**src/rtl/key_event_pkg.sv**
```systemverilog
// Shared types and helpers for the key event queue: event encodings,
// FSM state enum and the event-word builder.
package key_event_pkg;

    localparam int         EV_W       = 8;
    localparam logic [1:0] EV_PRESS   = 2'b00;
    localparam logic [1:0] EV_REPEAT  = 2'b01;
    localparam logic [1:0] EV_RELEASE = 2'b10;
    localparam logic [2:0] MAX_ROW    = 3'd4;

    typedef enum logic [1:0] {
        IDLE,
        DELAY,
        REPEAT
    } state_t;

    function automatic logic [EV_W-1:0] mk_event(input logic [1:0] ev_type,
                                                 input logic [4:0] code);
        return {ev_type, 1'b0, code};
    endfunction

endpackage

```
**src/rtl/key_event_queue_if.sv**
```systemverilog
// Valid/ready event stream from the key event queue to its consumer.
interface key_event_queue_if #(
    parameter int DATA_W = 8
);
    logic [DATA_W-1:0] ev_data;
    logic              ev_valid;
    logic              ev_ready;

    modport master (output ev_data, output ev_valid, input ev_ready);
    modport slave  (input ev_data, input ev_valid, output ev_ready);
endinterface

```
**src/rtl/event_fifo.sv**
```systemverilog
// Circular-buffer event FIFO with extra pointer MSB for full/empty,
// occupancy count and a sticky overflow flag for dropped pushes.
module event_fifo #(
    parameter int DATA_W = 8,
    parameter int DEPTH  = 8
) (
    input  logic                     clk,
    input  logic                     rstn,
    input  logic                     push,
    input  logic [DATA_W-1:0]        push_data,
    input  logic                     pop,
    output logic [DATA_W-1:0]        rd_data,
    output logic                     valid,
    output logic [$clog2(DEPTH):0]   count,
    output logic                     overflow,
    input  logic                     ovf_clr
);
    localparam int AW = $clog2(DEPTH);

    logic [DATA_W-1:0] mem [DEPTH];
    logic [AW:0]       wr_ptr;
    logic [AW:0]       rd_ptr;
    logic              empty;
    logic              full;
    logic              do_pop;
    logic              do_push;
    logic              drop;

    assign empty   = (wr_ptr == rd_ptr);
    assign full    = (wr_ptr[AW] != rd_ptr[AW]) && (wr_ptr[AW-1:0] == rd_ptr[AW-1:0]);
    assign do_pop  = !empty && pop;
    // A pop in the same cycle frees the slot, so a push into a full FIFO still lands.
    assign do_push = push && (!full || do_pop);
    assign drop    = push && full && !do_pop;

    assign valid   = !empty;
    assign count   = wr_ptr - rd_ptr;
    // Gate the unreset storage so the head reads zero whenever the FIFO is empty.
    assign rd_data = empty ? '0 : mem[rd_ptr[AW-1:0]];

    always_ff @(posedge clk or negedge rstn) begin
        if (!rstn) begin
            wr_ptr   <= '0;
            rd_ptr   <= '0;
            overflow <= 1'b0;
        end else begin
            if (do_push) wr_ptr <= wr_ptr + 1'b1;
            if (do_pop)  rd_ptr <= rd_ptr + 1'b1;
            if (drop)         overflow <= 1'b1;
            else if (ovf_clr) overflow <= 1'b0;
        end
    end

    always_ff @(posedge clk) begin
        if (do_push) mem[wr_ptr[AW-1:0]] <= push_data;
    end

endmodule

```
**src/rtl/key_event_queue.sv**
```systemverilog
// Turns the scanner's held key level into press/repeat/release events
// and buffers them for a valid/ready consumer.
module key_event_queue
    import key_event_pkg::*;
#(
    parameter int DEPTH    = 8,
    parameter int HOLD_CYC = 25_000_000,
    parameter int REP_CYC  = 5_000_000
) (
    input  logic                   clk,
    input  logic                   rstn,
    input  logic                   key_rdy,
    input  logic [4:0]             key_code,
    key_event_queue_if.master      ev,
    output logic                   overflow,
    input  logic                   ovf_clr,
    output logic [$clog2(DEPTH):0] count
);
    localparam int TMR_MAX = (HOLD_CYC > REP_CYC) ? HOLD_CYC : REP_CYC;
    localparam int TMR_W   = $clog2(TMR_MAX + 1);
    localparam logic [TMR_W-1:0] HOLD_LD = TMR_W'(HOLD_CYC - 1);
    localparam logic [TMR_W-1:0] REP_LD  = TMR_W'(REP_CYC - 1);

    state_t            state, state_n;
    logic [4:0]        cur_code, cur_code_n;
    logic [TMR_W-1:0]  tmr, tmr_n;
    logic              hit;
    logic              push;
    logic [EV_W-1:0]   push_data;

    // Invalid rows look exactly like no key at all.
    assign hit = key_rdy && (key_code[4:2] <= MAX_ROW);

    always_ff @(posedge clk or negedge rstn) begin
        if (!rstn) begin
            state    <= IDLE;
            cur_code <= '0;
            tmr      <= '0;
        end else begin
            state    <= state_n;
            cur_code <= cur_code_n;
            tmr      <= tmr_n;
        end
    end

    always_comb begin
        state_n    = state;
        cur_code_n = cur_code;
        tmr_n      = tmr;
        push       = 1'b0;
        push_data  = '0;
        case (state)
            IDLE: begin
                if (hit) begin
                    push       = 1'b1;
                    push_data  = mk_event(EV_PRESS, key_code);
                    cur_code_n = key_code;
                    tmr_n      = HOLD_LD;
                    state_n    = DELAY;
                end
            end
            DELAY, REPEAT: begin
                // A code change releases the old key; the new press follows from IDLE.
                if (!hit || (key_code != cur_code)) begin
                    push      = 1'b1;
                    push_data = mk_event(EV_RELEASE, cur_code);
                    state_n   = IDLE;
                end else if (tmr == '0) begin
                    push      = 1'b1;
                    push_data = mk_event(EV_REPEAT, cur_code);
                    tmr_n     = REP_LD;
                    state_n   = REPEAT;
                end else begin
                    tmr_n = tmr - 1'b1;
                end
            end
            default: state_n = IDLE;
        endcase
    end

    event_fifo #(
        .DATA_W (EV_W),
        .DEPTH  (DEPTH)
    ) u_fifo (
        .clk       (clk),
        .rstn      (rstn),
        .push      (push),
        .push_data (push_data),
        .pop       (ev.ev_ready),
        .rd_data   (ev.ev_data),
        .valid     (ev.ev_valid),
        .count     (count),
        .overflow  (overflow),
        .ovf_clr   (ovf_clr)
    );

endmodule

```
**src/flat_wrapper.sv**
```systemverilog
// flat-port wrapper written by rule: the top's interface ports become plain ports
module key_event_queue_flat import key_event_pkg::*;
#(
    parameter int DEPTH    = 8,
    parameter int HOLD_CYC = 25_000_000,
    parameter int REP_CYC  = 5_000_000
)
  (clk, rstn, key_rdy, key_code, overflow, ovf_clr, count, ev_ev_data, ev_ev_valid, ev_ev_ready);
  key_event_queue_if #(.DATA_W(8)) ev_i ();
  input  logic clk;
  input  logic rstn;
  input  logic key_rdy;
  input  logic [4:0] key_code;
  output logic overflow;
  input  logic ovf_clr;
  output logic [$clog2(DEPTH):0] count;
  output wire logic [$bits(ev_i.ev_data)-1:0] ev_ev_data;
  output wire logic [$bits(ev_i.ev_valid)-1:0] ev_ev_valid;
  input wire logic [$bits(ev_i.ev_ready)-1:0] ev_ev_ready;
  assign ev_ev_data = ev_i.ev_data;
  assign ev_ev_valid = ev_i.ev_valid;
  assign ev_i.ev_ready = ev_ev_ready;
  key_event_queue #(.DEPTH(DEPTH), .HOLD_CYC(HOLD_CYC), .REP_CYC(REP_CYC)) u_core (.clk(clk), .rstn(rstn), .key_rdy(key_rdy), .key_code(key_code), .ev(ev_i), .overflow(overflow), .ovf_clr(ovf_clr), .count(count));
endmodule
```
**config.mk**
```make
export PLATFORM = sky130hd
export DESIGN_NAME = key_event_queue_flat
export DESIGN_NICKNAME = d
export VERILOG_FILES = /design/src/rtl/key_event_pkg.sv /design/src/rtl/key_event_queue_if.sv /design/src/rtl/event_fifo.sv /design/src/rtl/key_event_queue.sv /design/src/flat_wrapper.sv
export SDC_FILE = /design/constraint.sdc
export NUM_CORES = 1
export LEC_CHECK = 0
export CELL_PAD_IN_SITES_DETAIL_PLACEMENT = 0
export CELL_PAD_IN_SITES_GLOBAL_PLACEMENT = 1
export CORE_ASPECT_RATIO = 1.1
export CORE_MARGIN = 1.5
export CORE_UTILIZATION = 40
export CTS_CLUSTER_DIAMETER = 50
export DETAILED_ROUTE_END_ITERATION = 12
export HOLD_SLACK_MARGIN = 0.08
export PLACE_DENSITY_LB_ADDON = 0.05
export SLEW_MARGIN = 10
export SYNTH_ARGS = -nofsm -noshare
export SYNTH_HDL_FRONTEND = slang
export SYNTH_SLANG_ARGS = --single-unit
```
**constraint.sdc**
```tcl
create_clock -name clk -period 5.1 [get_ports clk]
set_clock_uncertainty 0.15 [all_clocks]
set_input_delay 0.51 -clock clk [delete_from_list [all_inputs] [get_ports clk]]
set_output_delay 0.51 -clock clk [all_outputs]
set_load 0.02 [all_outputs]
```
==> results.txt, run 1 <==
Chip Width: 106 µm
Total CTS buffers: 9
Fin. max-slew vios: 0
H-tree depth: 3
CP Capture Type: output port
Post-CTS Hold Buffers: 0
Placed insts: 545
Clock power share: 21.4%
Warnings from Yosys: 0
Cell Int Power: 1940 µW
Period minus WS final: 3.52 ns
Final ANT Viol Nets: 0
CTS sink count: 97
Post-Syn Instances: 385
Slowest CP cell: dfrtp_1
Max cap viols: 0
Worst-path fanout max: 18
Outcome: completed
CTS tree: done
Flop2flop setup slack: 1.87 ns
First-pass GRT wire length: 16500 µm
Post-Syn Area: 4640 µm²
Vias in the first global route: 3086
Routability-driven placement congestion ratio: 0.757
Final number of hold-violating endpoints: 0
Postcts setup bufs: 0
Gr ovfl total: 0
Reg2reg start: u_core.u_fifo.rd_ptr[0]
Req. time, crit path: 4.44 ns
CP Launch Type: flop
Maximum vdd drop: 0.000467 V
Seq/Total Area, Yosys: 58.3%
IO buf count: 22
Reg-to-reg endpoint: u_core.u_fifo.mem[5][1]
Post-route DRC: 0
Post-synth top flop: edfxtp_1
Full die area: 12300 µm²
Final setup violation count: 0
P_leak: 0.00187 µW
Most frequent cells in the layout: 64 x nand2_1, 56 x edfxtp_1, 41 x dfrtp_1
Post-layout nets: 425
Clk buf depth: 2
Switching part of the total: 36.5%
Most common cell after layout, fill and taps aside: nand2_1
Sequential share of power: 39.9%
Pin count of the biggest net entering global routing: 42
Clk slew on worst S/H paths: 0.08 ns
Syn Area/Cell: 12.1 µm²
PwrDens: 577 nW/µm²
Slew @ Worst Pin: 1.05 ns
Comb power frac: 38.7%
Starting density of the core: 40.8%
Placed Area: 5010 µm²
RSZ-0062 raised after global routing: no
FMAX: 284 MHz
Antenna diodes: 0
Final worst path period share: 69.0%
Drt first pass iters: 5
Hold WC Path Type: in -> async
Final Core Density: 46.6%
Synth cell types: 59
Via count: 2967
Num ports: 24
Initial antenna violation count: 0
Non-Filler Instances: 561
P_sw: 1120 µW
CP arrival: 2.86 ns
Vias/cell: 5.29
Iter 0 DRT Violations: 83
Top Family by Delay on Critical Path: flip-flops
Core Box Area: 11400 µm²
Design Area, Final: 5300 µm²
WS Path Type: reg -> out
Synth async-reset ratio: 42.3%
CTS resizes: 0
Final WS setup: 1.58 ns
Die H: 116 µm
Syn_nets: 404
Synth-to-Final Area Change: 14.2%
Total global-route track usage: 17.8%
Wirelength per Cell: 17.8 µm
Slew HR: 29.9%
Buffers plus inverters on the worst setup path: 2
Clock latency on the worst-skew pair: 0.34 ns
Overall routed net length: 9990 µm
Synth Register Bits: 97
Root buf cell: clkbuf_16
R2R cell count: 6
Rows: 41
EDFF count, synth: 56
HPWL after DPL: 7040 µm
Cells along the critical path: ha_1 > inv_1 > a21o_1 > a21oi_1 > xnor2_1 > clkdlybuf4s50_1
Max incr delay on CP: 1.04 ns
Pre-CTS setup slack: 1.71 ns
Post-route setup TNS: 0 ns
Layout cells sized above 1: 12.7%
[cell families (layout without fill, tap and decap cells)]
logic type	Yosys count	count (layout)	share of synthesized area, %
fa+ha+maj	9	9	2.59
mux	17	17	7.49
other cells	1	1	0.0808
simple gates	150	150	16.9
buf+inv	36	62	3.04
flops	97	97	58.3
compound gates	52	52	7.20
xor+xnor	23	23	4.34
[through the flow]
step	hold WS, ns	power, µW
2_1_floorplan	0.0644	1980
3_3_place_gp	0.327	2440
3_5_place_dp	0.333	2450
4_1_cts	0.224	3110
5_1_grt	0.267	3250
6_report	0.176	3060
[registers in the layout, summed over array words and instances (netlist names)]
| name | count |
|---|---|
| u_core.u_fifo.rd_ptr | 4 |
| u_core.u_fifo.mem | 56 |
| u_core.u_fifo.wr_ptr | 4 |
| u_core.tmr | 25 |
| u_core.state | 2 |
| u_core.cur_code | 5 |
| u_core.u_fifo.overflow | 1 |
[cells in the mapped netlist, types with 7 or more instances]
library cell  number  area, µm²
inv_1             18       67.6
xor2_1            11       96.3
clkbuf_1          11       41.3
mux4_2            14        315
o21ai_0            7       35.0
nor3_1             7       35.0
dfrtp_1           41       1030
xnor2_1           12        105
nor4_1             7       43.8
ha_1               8        100
nand2_1           64        240
nor2_1            27        101
nand3_1           13       65.1
edfxtp_1          56       1680
a21oi_1           23        115
[worst max-delay path by stage]
stage / slack [ns] / cells after the start / to / startpoint
global placement: 1.79 / 6 / u_core.u_fifo.mem[5][1] / key_code[2]
detailed placement: 1.71 / 6 / u_core.u_fifo.mem[5][0] / key_code[2]
CTS: 1.50 / 6 / count[3] / u_core.u_fifo.rd_ptr[0]
floorplan: 2.01 / 9 / u_core.u_fifo.mem[0][0] / u_core.u_fifo.rd_ptr[1]
finish: 1.58 / 6 / count[3] / u_core.u_fifo.rd_ptr[0]
global route: 1.31 / 4 / ev_ev_data[4] / u_core.u_fifo.rd_ptr[0]
[area by class of cell]
| class | count | area [µm²] |
|---|---|---|
| Clock buffer | 9 | 225 |
| Clock inverter | 7 | 63.8 |
| Fill cell | 1065 | 6090 |
| Inverter | 19 | 71.3 |
| Multi-Input combinational cell | 252 | 1790 |
| Sequential cell | 97 | 2710 |
| Tap cell | 150 | 188 |
| Timing Repair Buffer | 27 | 253 |
[power by group through the flow]
| stage | clock network (µW) | registers (µW) | logic (µW) |
|---|---|---|---|
| 3_3_place_gp | 0 | 1240 | 1200 |
| 5_1_grt | 698 | 1260 | 1290 |
| 4_1_cts | 669 | 1230 | 1210 |
| 3_5_place_dp | 0 | 1240 | 1200 |
| 6_report | 655 | 1220 | 1180 |
| 2_1_floorplan | 0 | 1140 | 846 |
[routing by layer]
layer,share of wire (%),GRT usage (%),up-vias
met1,44,21.9,1465
met2,52,32.3,40
met3,2.4,2.25,10
met4,1.4,6.22,0
met5,0,0,-
li1,-,-,1452
No activity file was read; power rests on OpenSTA's default activity.
==> run 2: changes to the inputs <==
==> constraint.sdc (replaced) <==
create_clock -name clk -period 2.9 [get_ports clk]
set_clock_uncertainty 0.15 [all_clocks]
set_input_delay 0.29 -clock clk [delete_from_list [all_inputs] [get_ports clk]]
set_output_delay 0.29 -clock clk [all_outputs]
set_load 0.02 [all_outputs]
==> run 2 against run 1 <==
Die area unchanged. Total power up 85%. Hold slack better by 0.16 ns. Clock-buffer cell count unchanged. Register-to-register slack worse by 1.6 ns. Flip-flop and latch count unchanged.
==> results.txt, run 2 (synthesis results as in run 1) <==
Outcome: completed
Placed Area: 5340 µm²
Vias/cell: 5.19
Clock latency on the worst-skew pair: 0.34 ns
Full die area: 12300 µm²
Post-route setup TNS: 0 ns
Rows: 41
Worst-path fanout max: 8
Top Family by Delay on Critical Path: buffers and inverters
CP arrival: 2.30 ns
Max FFs per register: 56
Non-Filler Instances: 606
Total global-route track usage: 18.7%
WS Path Type: reg -> out
Final Core Density: 49.8%
First-pass GRT wire length: 17000 µm
Clk slew on worst S/H paths: 0.07 ns
Layout cells sized above 1: 21.7%
CP Capture Type: output port
Routability-driven placement congestion ratio: 0.762
Final number of hold-violating endpoints: 0
CP Launch Type: flop
CTS tree: done
Initial antenna violation count: 0
Buffers plus inverters on the worst setup path: 2
Final ANT Viol Nets: 0
Post-route DRC: 0
Vias in the first global route: 3218
Synth-to-Final Area Change: 22.2%
Maximum vdd drop: 0.000708 V
Wirelength per Cell: 17.3 µm
Period minus WS final: 2.74 ns
Slew HR: 31.9%
Req. time, crit path: 2.46 ns
IO buf count: 22
Cells along the critical path: clkinv_1 > ha_1 > and4_1 > a21oi_1 > clkdlybuf4s50_1
Postcts setup bufs: 0
Slew @ Worst Pin: 1.02 ns
Most common cell after layout, fill and taps aside: nand2_1
Most frequent cells in the layout: 64 x nand2_1, 56 x edfxtp_1, 48 x buf_4
PwrDens: 996 nW/µm²
Core Box Area: 11400 µm²
Num ports: 24
Root buf cell: clkbuf_16
Filler cells: 1055
Gr ovfl total: 0
Final setup violation count: 0
Die H: 116 µm
H-tree depth: 3
Pin count of the biggest net entering global routing: 42
CTS sink count: 97
Slowest CP cell: clkdlybuf4s50_1
FMAX: 365 MHz
Total CTS buffers: 9
Hold WC Path Type: reg -> reg
Design Area, Final: 5680 µm²
FF/Latch Area: 2710 µm²
Final WS setup: 0.164 ns
Chip Width: 106 µm
Multi-input logic area: 1810 µm²
Placed insts: 589
Drt first pass iters: 5
P_leak: 0.00210 µW
Antenna diodes: 0
Post-layout nets: 470
Starting density of the core: 40.8%
Iter 0 DRT Violations: 137
Pre-CTS setup slack: 0.0452 ns
RSZ-0062 raised after global routing: no
HPWL after DPL: 7560 µm
Final worst path period share: 94.4%
Max cap viols: 0
Clk buf depth: 2
Max incr delay on CP: 0.62 ns
Via count: 3145
Overall routed net length: 10500 µm
Fin. max-slew vios: 0
[run 2: changes by cell type in the layout (fill, tap and decap cells not counted), sizes merged]
cell         change
buf             +44
clkinv           -1
bufinv           +1
dlygate4sd3      +1
[run 2: worst paths after layout]
kind,start,endpoint,slack [ns],depth (start not counted)
worst min-delay path,u_core.u_fifo.wr_ptr[3],u_core.u_fifo.wr_ptr[3],0.34,1
max in group asynchronous,rstn,u_core.tmr[17],1.45,2
min in group asynchronous,rstn,u_core.cur_code[3],0.50,2
worst max register to register,u_core.tmr[21],u_core.u_fifo.mem[6][4],0.27,9
worst max-delay path,u_core.u_fifo.rd_ptr[2],ev_ev_data[1],0.16,5
worst min register to register,u_core.u_fifo.wr_ptr[3],u_core.u_fifo.wr_ptr[3],0.34,1
[run 2: where the power goes]
part | internal [µW] | leakage (µW) | switching, µW | total [µW]
sequential | 1840 | 0.000974 | 135 | 1980
clock | 677 | 0.000144 | 527 | 1200
combinational | 1140 | 0.000978 | 1340 | 2470
total | 3660 | 0.00210 | 2000 | 5660
[run 2: metrics by stage]
| stage | hold WS [ns] | total power, µW |
|---|---|---|
| global placement | 0.324 | 4490 |
| CTS | 0.342 | 5720 |
| finish | 0.339 | 5660 |
| floorplan | -0.156 | 3480 |
| global route | 0.377 | 6010 |
| detailed placement | 0.329 | 4500 |
[run 2: final cells by class]
| cell class | count | share of cell area (%) |
|---|---|---|
| Clock buffer | 9 | 3.97 |
| Clock inverter | 7 | 1.34 |
| Inverter | 19 | 1.26 |
| Multi-Input combinational cell | 252 | 31.9 |
| Sequential cell | 97 | 47.7 |
| Tap cell | 150 | 3.31 |
| Timing Repair Buffer | 72 | 10.5 |
[run 2: worst reg2reg max path, delay by kind of cell, from the launching register on]
family | cells | cell delay (ns)
AOI/OAI and AO/OA | 1 | 0.06
and+or+nand+nor | 5 | 1.17
DFF | 1 | 0.39
buffers and inverters | 3 | 0.53
[run 2: timing repair]
item,CTS,global route
endpoints found under the hold margin,41,0
endpoints found under the setup margin,0,34
gates resized for setup,0,5
hold buffers,1,0
[run 2: layer usage]
layer | vias up | track usage [%] | part of all wire, % | routed length (µm)
li1 | 1527 | - | - | -
met1 | 1569 | 22.6 | 43 | 4520
met2 | 40 | 34.4 | 53 | 5520
met3 | 9 | 2.31 | 2.6 | 276
met4 | 0 | 7.12 | 1.3 | 140
met5 | - | 0 | 0 | 0
==> run 3: changes to the inputs <==
--- a/config.mk
+++ b/config.mk
@@ -7,12 +7,11 @@
 export LEC_CHECK = 0
 export CELL_PAD_IN_SITES_DETAIL_PLACEMENT = 0
 export CELL_PAD_IN_SITES_GLOBAL_PLACEMENT = 1
-export CORE_ASPECT_RATIO = 1.1
+export CORE_ASPECT_RATIO = 0.75
 export CORE_MARGIN = 1.5
 export CORE_UTILIZATION = 40
 export CTS_CLUSTER_DIAMETER = 50
 export DETAILED_ROUTE_END_ITERATION = 12
-export HOLD_SLACK_MARGIN = 0.08
 export PLACE_DENSITY_LB_ADDON = 0.05
 export SLEW_MARGIN = 10
 export SYNTH_ARGS = -nofsm -noshare
==> run 3 against run 2 <==
Critical path depth down 1. Non-clock buffer count down 15. Final cell count down 4.1%. Sequential power up 3%. Sequential share of layout area up 1.0 points. Via count down 1.6%. Total power down 1.6%. Die area about the same. Core utilization up 0.20 points. Critical endpoint is now count[2]. Largest power group unchanged. Highest routed layer unchanged.
==> results.txt, run 3 (synthesis results as in run 1) <==
Outcome: completed
Reg2reg start: u_core.tmr[3]
Cell Int Power: 3530 µW
Clock latency on the worst-skew pair: 0.34 ns
CP Launch Type: flop
Switching part of the total: 36.5%
Vias in the first global route: 2921
CTS sink count: 97
Final setup violation count: 0
Routability-driven placement congestion ratio: 0.781
Final ANT Viol Nets: 0
Hold Path Origin: u_core.u_fifo.rd_ptr[3]
PwrDens: 1000 nW/µm²
Clk slew on worst S/H paths: 0.07 ns
Clock power share: 20.1%
Overall routed net length: 10800 µm
Layout cells sized above 1: 19.0%
CP arrival: 2.35 ns
Post-route DRC: 0
Starting density of the core: 41.8%
Final WS setup: 0.108 ns
P_sw: 2030 µW
Root buf cell: clkbuf_16
Clk buf depth: 2
Hold WC Path Type: reg -> reg
Full die area: 12300 µm²
Most common cell after layout, fill and taps aside: nand2_1
CP Capture Type: output port
Synth-to-Final Area Change: 19.7%
Vias/cell: 5.33
Post-layout nets: 455
Non-Filler Instances: 581
Placed insts: 564
Worst-path fanout max: 8
Sequential share of power: 36.5%
Most frequent cells in the layout: 63 x nand2_1, 56 x edfxtp_1, 40 x dfrtp_1
Iter 0 DRT Violations: 170
Via count: 3095
Pin count of the biggest net entering global routing: 42
Initial antenna violation count: 0
P_leak: 0.00206 µW
H-tree depth: 3
Chip Width: 127 µm
Period minus WS final: 2.79 ns
Num ports: 24
Slew HR: 34.9%
Die H: 96.3 µm
HPWL after DPL: 7710 µm
IO buf count: 22
Placed Area: 5230 µm²
Final number of hold-violating endpoints: 0
Filler cells: 982
Pre-CTS setup slack: 0.255 ns
Pwr Total: 5570 µW
First-pass GRT wire length: 17100 µm
Final worst path period share: 96.3%
Critical path startpoint: u_core.u_fifo.wr_ptr[1]
Slew @ Worst Pin: 0.976 ns
Comb power frac: 43.4%
FMAX: 358 MHz
Gr ovfl total: 0
Req. time, crit path: 2.46 ns
Fin. max-slew vios: 0
Wirelength per Cell: 18.7 µm
Design Area, Final: 5560 µm²
Antenna diodes: 0
Max cap viols: 0
Maximum vdd drop: 0.000434 V
Drt first pass iters: 4
Max FFs per register: 56
Rows: 33
Total CTS buffers: 9
Core Box Area: 11100 µm²
RSZ-0062 raised after global routing: no
WS Path Type: reg -> out
Total global-route track usage: 19.3%
CTS tree: done
run 3: cell types whose count changed in the layout (fill, tap and decap cells not counted), sizes merged:
cell,change
buf,-15
clkdlybuf4s50,-2
clkinv,+2
dlymetal6s2s,+2
inv,-2
bufinv,-1
clkinvlp,+1
run 3: path summary, 6_finish.rpt:
kind	slack (ns)	end	cells after the start
max in group asynchronous	1.44	u_core.u_fifo.wr_ptr[0]	2
max	0.11	count[2]	4
min reg2reg	0.34	u_core.u_fifo.rd_ptr[3]	1
max reg2reg	0.32	u_core.u_fifo.mem[3][3]	8
min in group asynchronous	0.48	u_core.tmr[5]	2
min	0.34	u_core.u_fifo.rd_ptr[3]	1
run 3: through the flow:
stage          util [%]  hold slack, ns  TNS (ns)
2_1_floorplan         -          -0.156     -5.34
3_3_place_gp       47.1           0.320         0
4_1_cts            49.7           0.339         0
5_1_grt            50.0           0.369         0
6_report           50.0           0.338         0
3_5_place_dp       47.1           0.328         0
run 3: routing by layer:
metal,part of all wire [%],global-route usage [%],vias to the layer above
li1,-,-,1499
met1,54,30.5,1537
met2,40,26.2,57
met3,4.7,4.06,2
met4,0.42,5.68,0
met5,0,0,-
run 3: power by group through the flow:
stage / logic (µW) / clock network [µW] / registers (µW)
finish: 2410 / 1120 / 2030
global route: 2640 / 1200 / 2070
CTS: 2440 / 1150 / 2020
detailed placement: 2430 / 0 / 2050
global placement: 2400 / 0 / 2050
floorplan: 1490 / 0 / 2000
run 3: repair_timing:
item,4_1_cts,5_1_grt
hold endpoints to repair,40,0
setup buffers,0,0
gates resized for setup,1,8
pin swaps,0,0
endpoints found under the setup margin,3,23
hold buffers,1,0
run 3: cell type report:
class / count / area, µm² / share of cell area [%]
sequential: 97 / 2710 / 48.7
tap: 140 / 175 / 3.15
clock inverter: 7 / 56.3 / 1.01
inverter: 19 / 71.3 / 1.28
multi-input combinational: 252 / 1820 / 32.7
timing repair buffer: 57 / 502 / 9.03
clock buffer: 9 / 225 / 4.05
run 3: worst max-delay path: stages, from the launching register on:
cell,delay [ns]
dfrtp_1,0.51
inv_1,0.22
fa_1,0.47
xnor2_1,0.18
clkdlybuf4s50_1,0.63
